**src/rtl/lsu_pkg.sv**
```systemverilog
// Shared types and decode helpers for the hxd32 load/store unit.
// Op codes outside the enum (011, 110, 111) decode as word accesses.
package lsu_pkg;

   typedef enum logic [2:0] {
      LSU_LB  = 3'b000,
      LSU_LH  = 3'b001,
      LSU_LW  = 3'b010,
      LSU_LBU = 3'b100,
      LSU_LHU = 3'b101
   } lsu_op_t;

   typedef enum logic [1:0] {
      LSU_IDLE,
      LSU_BUS,
      LSU_RESP
   } lsu_state_t;

   typedef enum logic [1:0] {
      SZ_BYTE,
      SZ_HALF,
      SZ_WORD
   } lsu_size_t;

   // Bit 2 only selects sign, so the low two bits alone give the access size.
   function automatic lsu_size_t op_size(input logic [2:0] op);
      case (op[1:0])
         2'b00:   return SZ_BYTE;
         2'b01:   return SZ_HALF;
         default: return SZ_WORD;
      endcase
   endfunction

   function automatic logic is_misaligned(input logic [2:0] op, input logic [1:0] off);
      case (op_size(op))
         SZ_BYTE: return 1'b0;
         SZ_HALF: return off[0];
         default: return |off;
      endcase
   endfunction

   function automatic logic [3:0] byte_en(input logic [2:0] op, input logic [1:0] off);
      case (op_size(op))
         SZ_BYTE: return 4'b0001 << off;
         SZ_HALF: return 4'b0011 << off;
         default: return 4'b1111;
      endcase
   endfunction

   function automatic logic [31:0] store_lane(input logic [2:0] op, input logic [31:0] wdata);
      case (op_size(op))
         SZ_BYTE: return {4{wdata[7:0]}};
         SZ_HALF: return {2{wdata[15:0]}};
         default: return wdata;
      endcase
   endfunction

endpackage

```
**src/rtl/lsu_load_ext.sv**
```systemverilog
// Aligns a bus read word to the addressed byte and sign/zero-extends it.
// Purely combinational so a cache-refill path can share it.
module lsu_load_ext
   import lsu_pkg::*;
(
   input  logic [31:0] rdata_i,
   input  logic [1:0]  off_i,
   input  logic [2:0]  op_i,
   output logic [31:0] data_o
);

   logic [31:0] shifted;

   assign shifted = rdata_i >> {off_i, 3'b000};

   // NOTE: data_o gets a default before the case so no path leaves it unassigned (no latch).
   always_comb begin
      data_o = shifted;
      case (op_size(op_i))
         SZ_BYTE: data_o = op_i[2] ? {24'h0, shifted[7:0]}
                                   : {{24{shifted[7]}}, shifted[7:0]};
         SZ_HALF: data_o = op_i[2] ? {16'h0, shifted[15:0]}
                                   : {{16{shifted[15]}}, shifted[15:0]};
         default: data_o = shifted;
      endcase
   end

endmodule

```
**src/rtl/lsu.sv**
```systemverilog
// hxd32 load/store unit: one data-bus transaction per accepted request,
// with misalignment detection and an optional ack timeout.
module lsu
   import lsu_pkg::*;
#(
   parameter int XLEN    = 32,
   parameter int TIMEOUT = 255
) (
   input  logic            clk_i,
   input  logic            rst_i,
   input  logic            req_valid_i,
   output logic            req_ready_o,
   input  logic            req_we_i,
   input  logic [2:0]      req_op_i,
   input  logic [XLEN-1:0] req_addr_i,
   input  logic [XLEN-1:0] req_wdata_i,
   output logic            rsp_valid_o,
   output logic [XLEN-1:0] rsp_rdata_o,
   output logic            rsp_misalign_o,
   output logic            rsp_buserr_o,
   output logic            dbus_req_o,
   output logic            dbus_we_o,
   output logic [XLEN-1:0] dbus_addr_o,
   output logic [3:0]      dbus_be_o,
   output logic [XLEN-1:0] dbus_wdata_o,
   input  logic            dbus_ack_i,
   input  logic [XLEN-1:0] dbus_rdata_i
);

   localparam int CNT_W = (TIMEOUT > 1) ? $clog2(TIMEOUT) : 1;
   localparam logic [CNT_W-1:0] CNT_LAST = CNT_W'((TIMEOUT > 0) ? TIMEOUT - 1 : 0);

   lsu_state_t       state_q, state_d;
   logic [2:0]       op_q, op_d;
   logic             we_q, we_d;
   logic [XLEN-1:0]  addr_q, addr_d;
   logic [1:0]       off_q, off_d;
   logic [3:0]       be_q, be_d;
   logic [XLEN-1:0]  wdata_q, wdata_d;
   logic [XLEN-1:0]  rdata_q, rdata_d;
   logic             misalign_q, misalign_d;
   logic             buserr_q, buserr_d;
   logic [CNT_W-1:0] cnt_q, cnt_d;
   logic [XLEN-1:0]  ext_data;

   lsu_load_ext u_load_ext (
      .rdata_i (dbus_rdata_i),
      .off_i   (off_q),
      .op_i    (op_q),
      .data_o  (ext_data)
   );

   always_comb begin
      state_d    = state_q;
      op_d       = op_q;
      we_d       = we_q;
      addr_d     = addr_q;
      off_d      = off_q;
      be_d       = be_q;
      wdata_d    = wdata_q;
      rdata_d    = rdata_q;
      misalign_d = misalign_q;
      buserr_d   = buserr_q;
      cnt_d      = cnt_q;

      case (state_q)
         LSU_IDLE: begin
            if (req_valid_i) begin
               op_d       = req_op_i;
               we_d       = req_we_i;
               addr_d     = {req_addr_i[XLEN-1:2], 2'b00};
               off_d      = req_addr_i[1:0];
               be_d       = byte_en(req_op_i, req_addr_i[1:0]);
               wdata_d    = store_lane(req_op_i, req_wdata_i);
               rdata_d    = '0;
               buserr_d   = 1'b0;
               cnt_d      = '0;
               misalign_d = is_misaligned(req_op_i, req_addr_i[1:0]);
               state_d    = misalign_d ? LSU_RESP : LSU_BUS;
            end
         end
         LSU_BUS: begin
            // Ack is tested first so it wins over a timeout on the same cycle.
            if (dbus_ack_i) begin
               rdata_d = we_q ? '0 : ext_data;
               state_d = LSU_RESP;
            end else if ((TIMEOUT != 0) && (cnt_q == CNT_LAST)) begin
               buserr_d = 1'b1;
               state_d  = LSU_RESP;
            end else begin
               cnt_d = cnt_q + 1'b1;
            end
         end
         LSU_RESP: state_d = LSU_IDLE;
         default:  state_d = LSU_IDLE;
      endcase
   end

   // NOTE: only the state register is reset; datapath registers are reloaded on
   // every accept and every output is gated by state, so stale contents never leak.
   always_ff @(posedge clk_i) begin
      if (rst_i) begin
         state_q <= LSU_IDLE;
      end else begin
         state_q <= state_d;
      end
   end

   // NOTE: non-blocking assignments keep every flop sampling pre-edge values.
   always_ff @(posedge clk_i) begin
      op_q       <= op_d;
      we_q       <= we_d;
      addr_q     <= addr_d;
      off_q      <= off_d;
      be_q       <= be_d;
      wdata_q    <= wdata_d;
      rdata_q    <= rdata_d;
      misalign_q <= misalign_d;
      buserr_q   <= buserr_d;
      cnt_q      <= cnt_d;
   end

   assign req_ready_o    = (state_q == LSU_IDLE);

   assign dbus_req_o     = (state_q == LSU_BUS);
   assign dbus_we_o      = dbus_req_o & we_q;
   assign dbus_addr_o    = dbus_req_o ? addr_q  : '0;
   assign dbus_be_o      = dbus_req_o ? be_q    : 4'b0000;
   assign dbus_wdata_o   = dbus_req_o ? wdata_q : '0;

   assign rsp_valid_o    = (state_q == LSU_RESP);
   assign rsp_rdata_o    = rsp_valid_o ? rdata_q : '0;
   assign rsp_misalign_o = rsp_valid_o & misalign_q;
   assign rsp_buserr_o   = rsp_valid_o & buserr_q;

endmodule

```
**config.mk**
```make
export PLATFORM = sky130hd
export DESIGN_NAME = lsu
export DESIGN_NICKNAME = d
export VERILOG_FILES = /design/src/rtl/lsu_pkg.sv /design/src/rtl/lsu_load_ext.sv /design/src/rtl/lsu.sv
export SDC_FILE = /design/constraint.sdc
export NUM_CORES = 1
export LEC_CHECK = 0
export BUFFER_PORTS_ARGS = -buffer_cell sky130_fd_sc_hd__buf_2
export CAP_MARGIN = 20
export CORE_MARGIN = 1
export CORE_UTILIZATION = 53
export DETAILED_ROUTE_END_ITERATION = 8
export PLACE_DENSITY = 0.9
export SYNTH_ARGS = -nofsm -noshare
export SYNTH_HDL_FRONTEND = slang
export SYNTH_SLANG_ARGS = --single-unit
```
**constraint.sdc**
```tcl
create_clock -name clk_i -period 6.1 [get_ports clk_i]
set_clock_uncertainty 0.05 [all_clocks]
set_input_delay 1.22 -clock clk_i [delete_from_list [all_inputs] [get_ports clk_i]]
set_output_delay 1.22 -clock clk_i [all_outputs]
set_load 0.005 [all_outputs]
```
==> results.ini <==
[status]
outcome=completed

[global_route]
grt_pass1_wl_mm=20.4
number_of_antenna_violations_at_the_first_check_in_global_routing=0
first_global_vias=4124
grt_start_max_net_pins=74
global_route.usage.total_pct=24.3
global_route.overflow_total=0

[finish]
final-instance-count-excl-fill=790
multiInputGateArea_um2=2000
finalNetCount=747
final_layout_size_suffix_gt1_share_pct=40.5
flow.area_growth_from_synthesis_pct=30.5
fill_cells=717
design_area_um2=7300
area.sequential_um2=3460
num_antenna_cells=0

[yosys]
synthMostInstantiatedCell=sky130_fd_sc_hd__edfxtp_1
avgSynthCellArea_um2=12.7
synth_xor_xnor_area_share_pct=0.627
netlist_top_cells_area=sky130_fd_sc_hd__edfxtp_1 61%, sky130_fd_sc_hd__and2_1 11%, sky130_fd_sc_hd__mux2i_1 4.8%
synth_top_family_by_area=simple AND/OR/NAND/NOR gates
synth_compound_area_share_pct=7.76
ys_seq_area_share_pct=61.9
synthesis.instances=439
post_synth_most_frequent_cells=114 x sky130_fd_sc_hd__edfxtp_1, 102 x sky130_fd_sc_hd__and2_1, 28 x sky130_fd_sc_hd__nor2_1
async_flop_share_pct=0
yosys.area_share.adder_pct=0.448
synth.area.mux_share_pct=8.66
synth_flop_cell=sky130_fd_sc_hd__edfxtp_1
synth-edff-count=114
synth-simple-area-share_pct=17.8
synth_top_area_share_pct=61.2
ys_seq_elements=116
synth.yosys.warnings=0
yosysUniqueCellTypes=42
summed_instance_area_of_the_synthesized_netlist_um2=5590
netlist.top_cell.by_area=sky130_fd_sc_hd__edfxtp_1

[setup_path]
setup.worst_path.class=reg -> out
crit_chain=nand2b_1 -> inv_1 -> buf_4 -> and2_1 -> buf_2
timing.critical_path.fanout_max=42
setup.worst_path.start=state_q[0]$_SDFFE_PP0P_
worstReg2RegStart=cnt_q[0]$_SDFFCE_PN0P_
worstSetupPathDepth=5
critPathArrivalTime_ns=2.57
cp_top_family=buffers and inverters
worst_setup_path_end_kind=output port
critical-path-max-stage-delay_ns=0.55
critical-path-slowest-cell=sky130_fd_sc_hd__inv_1
required_ns=4.83
startpoint_type=flip-flop
timing.reg2reg.worst_path_depth=6
cp_num_buf_inv=3

[min_path]
hold-path-cell-count=1
min_path_type=reg -> reg
hold_path.startpoint=cnt_q[0]$_SDFFCE_PN0P_

[sta]
timing_worst_slew_pin_value_ns=1.01
slew_viol_final=0
final_hold_violation_count=0
timing.final.setup_violations=0
layout_worst_path_cycle_share_pct=62.9
shortest_period_the_worst_path_allows_ns=3.84
setup_tns_ns=0
grt_setup_unrepaired=no
timing.max_slew.rel_slack_pct=32.6
max_freq_ghz=0.261

[drt]
drt-pass1-iter-count=5
routed_wl_mm=13.0
vias=4188
postRouteAntennaNets=0
via_per_inst=5.30
dr.first_iter.drc_count=234
drc=0
detail_route.wl_per_cell_um=16.4

[die]
dieArea_um2=11000
ioPinCount=210
coreArea_um2=10300
initial_utilization_pct=54.4
num_rows=37
dieHeight_um=105
horizontal_die_dimension_um=105

[clock_network]
tritoncts.num_buffers=17
clk_root_buffer_cell=sky130_fd_sc_hd__clkbuf_8
cts.hold.buffers_added=0
cts_setup_buffers=0
clk-insertion-delay-late_ns=0.50
h-tree-depth=4
cts.path.max_buffers=2
tritoncts=done
clkTransAtPathRegs_ns=0.06
clock_sinks=116
cts-resized-gates=0

[power]
pwr_density_cell_nw_per_um2=306
power_leakage_nw=3.29
report.power.total_mw=2.23
vdd.ir_drop.worst_v=0.000303

[flow_run]
drv_cap=0

[placed_design]
portBuffers=207
globalplace.congestion=0.860
dp_hpwl_mm=9.06
placed_cells_incl_taps=758
postPlaceCellArea_um2=6710

cells by family after synthesis:
kind of cell,count (synthesis)
DFF,116
buffers and inverters,32
muxes,45
AOI/OAI and AO/OA,67
and+or+nand+nor,172
other,1
xor gates and xnor gates,4
adders and majority gates,2
worst reg2reg max path, stage by stage, from the launching register on:
cell	delay, ns
sky130_fd_sc_hd__edfxtp_1	0.39
sky130_fd_sc_hd__inv_1	0.07
sky130_fd_sc_hd__ha_1	0.20
sky130_fd_sc_hd__nand3_1	0.08
sky130_fd_sc_hd__nor2_1	0.07
sky130_fd_sc_hd__or3b_2	0.45
sky130_fd_sc_hd__a21oi_1	0.63
layout make-up:
class	instances	area share, %
Clock buffer	17	5.67
Clock inverter	15	2.45
Inverter	3	0.154
Multi-Input combinational cell	292	27.3
Sequential cell	116	47.4
Tap cell	136	2.33
Timing Repair Buffer	211	14.6
report_power, final:
part / internal (mW) / total, mW / switching, mW / leakage [nW]
Combinational: 0.108 / 0.253 / 0.145 / 1.89
Sequential: 0.967 / 0.992 / 0.0250 / 1.13
Clock: 0.625 / 0.985 / 0.360 / 0.273
path summary, 6_finish.rpt:
check,to,slack (ns)
max reg2reg,cnt_q[3]$_SDFFCE_PN0P_,3.80
min reg2reg,cnt_q[0]$_SDFFCE_PN0P_,0.58
max,dbus_be_o[3],2.26
min,cnt_q[0]$_SDFFCE_PN0P_,0.58
placed cells by master, fill, tap and decap left out, drive strengths merged, types with 10 or more instances in the layout:
| cell | synthesis | final |
|---|---|---|
| buf | 11 | 211 |
| clkbuf | 18 | 17 |
| o21ai | 20 | 20 |
| edfxtp | 114 | 114 |
| and2 | 102 | 102 |
| nor2 | 29 | 29 |
| mux2 | 17 | 17 |
| a211oi | 22 | 22 |
| nand2 | 10 | 10 |
| mux2i | 27 | 27 |
state kept, by name (all words and copies together) (netlist names):
name and cells:
buserr_q 1, be_q 4, misalign_q 1, cnt_q 8
wdata_q 32, rdata_q 32, addr_q 30, state_q 2
off_q 2, we_q 1, op_q 3
per-stage QoR:
step	utilization [%]	hold slack [ns]	setup WS [ns]
after detailed placement	65.3	0.571	2.80
after floorplan	-	0.457	2.68
after global placement	65.3	0.532	2.93
final	71.0	0.575	2.26
after CTS	71.0	0.578	2.23
after global routing	71.0	0.599	2.03
metal layers:
layer	vias up	global-route usage, %	wire, µm
li1	1987	-	-
met1	1992	28.3	5220
met2	199	42.6	6660
met3	10	7.74	953
met4	0	7.44	135
met5	-	0	0
(Power assumes the default switching activity.)
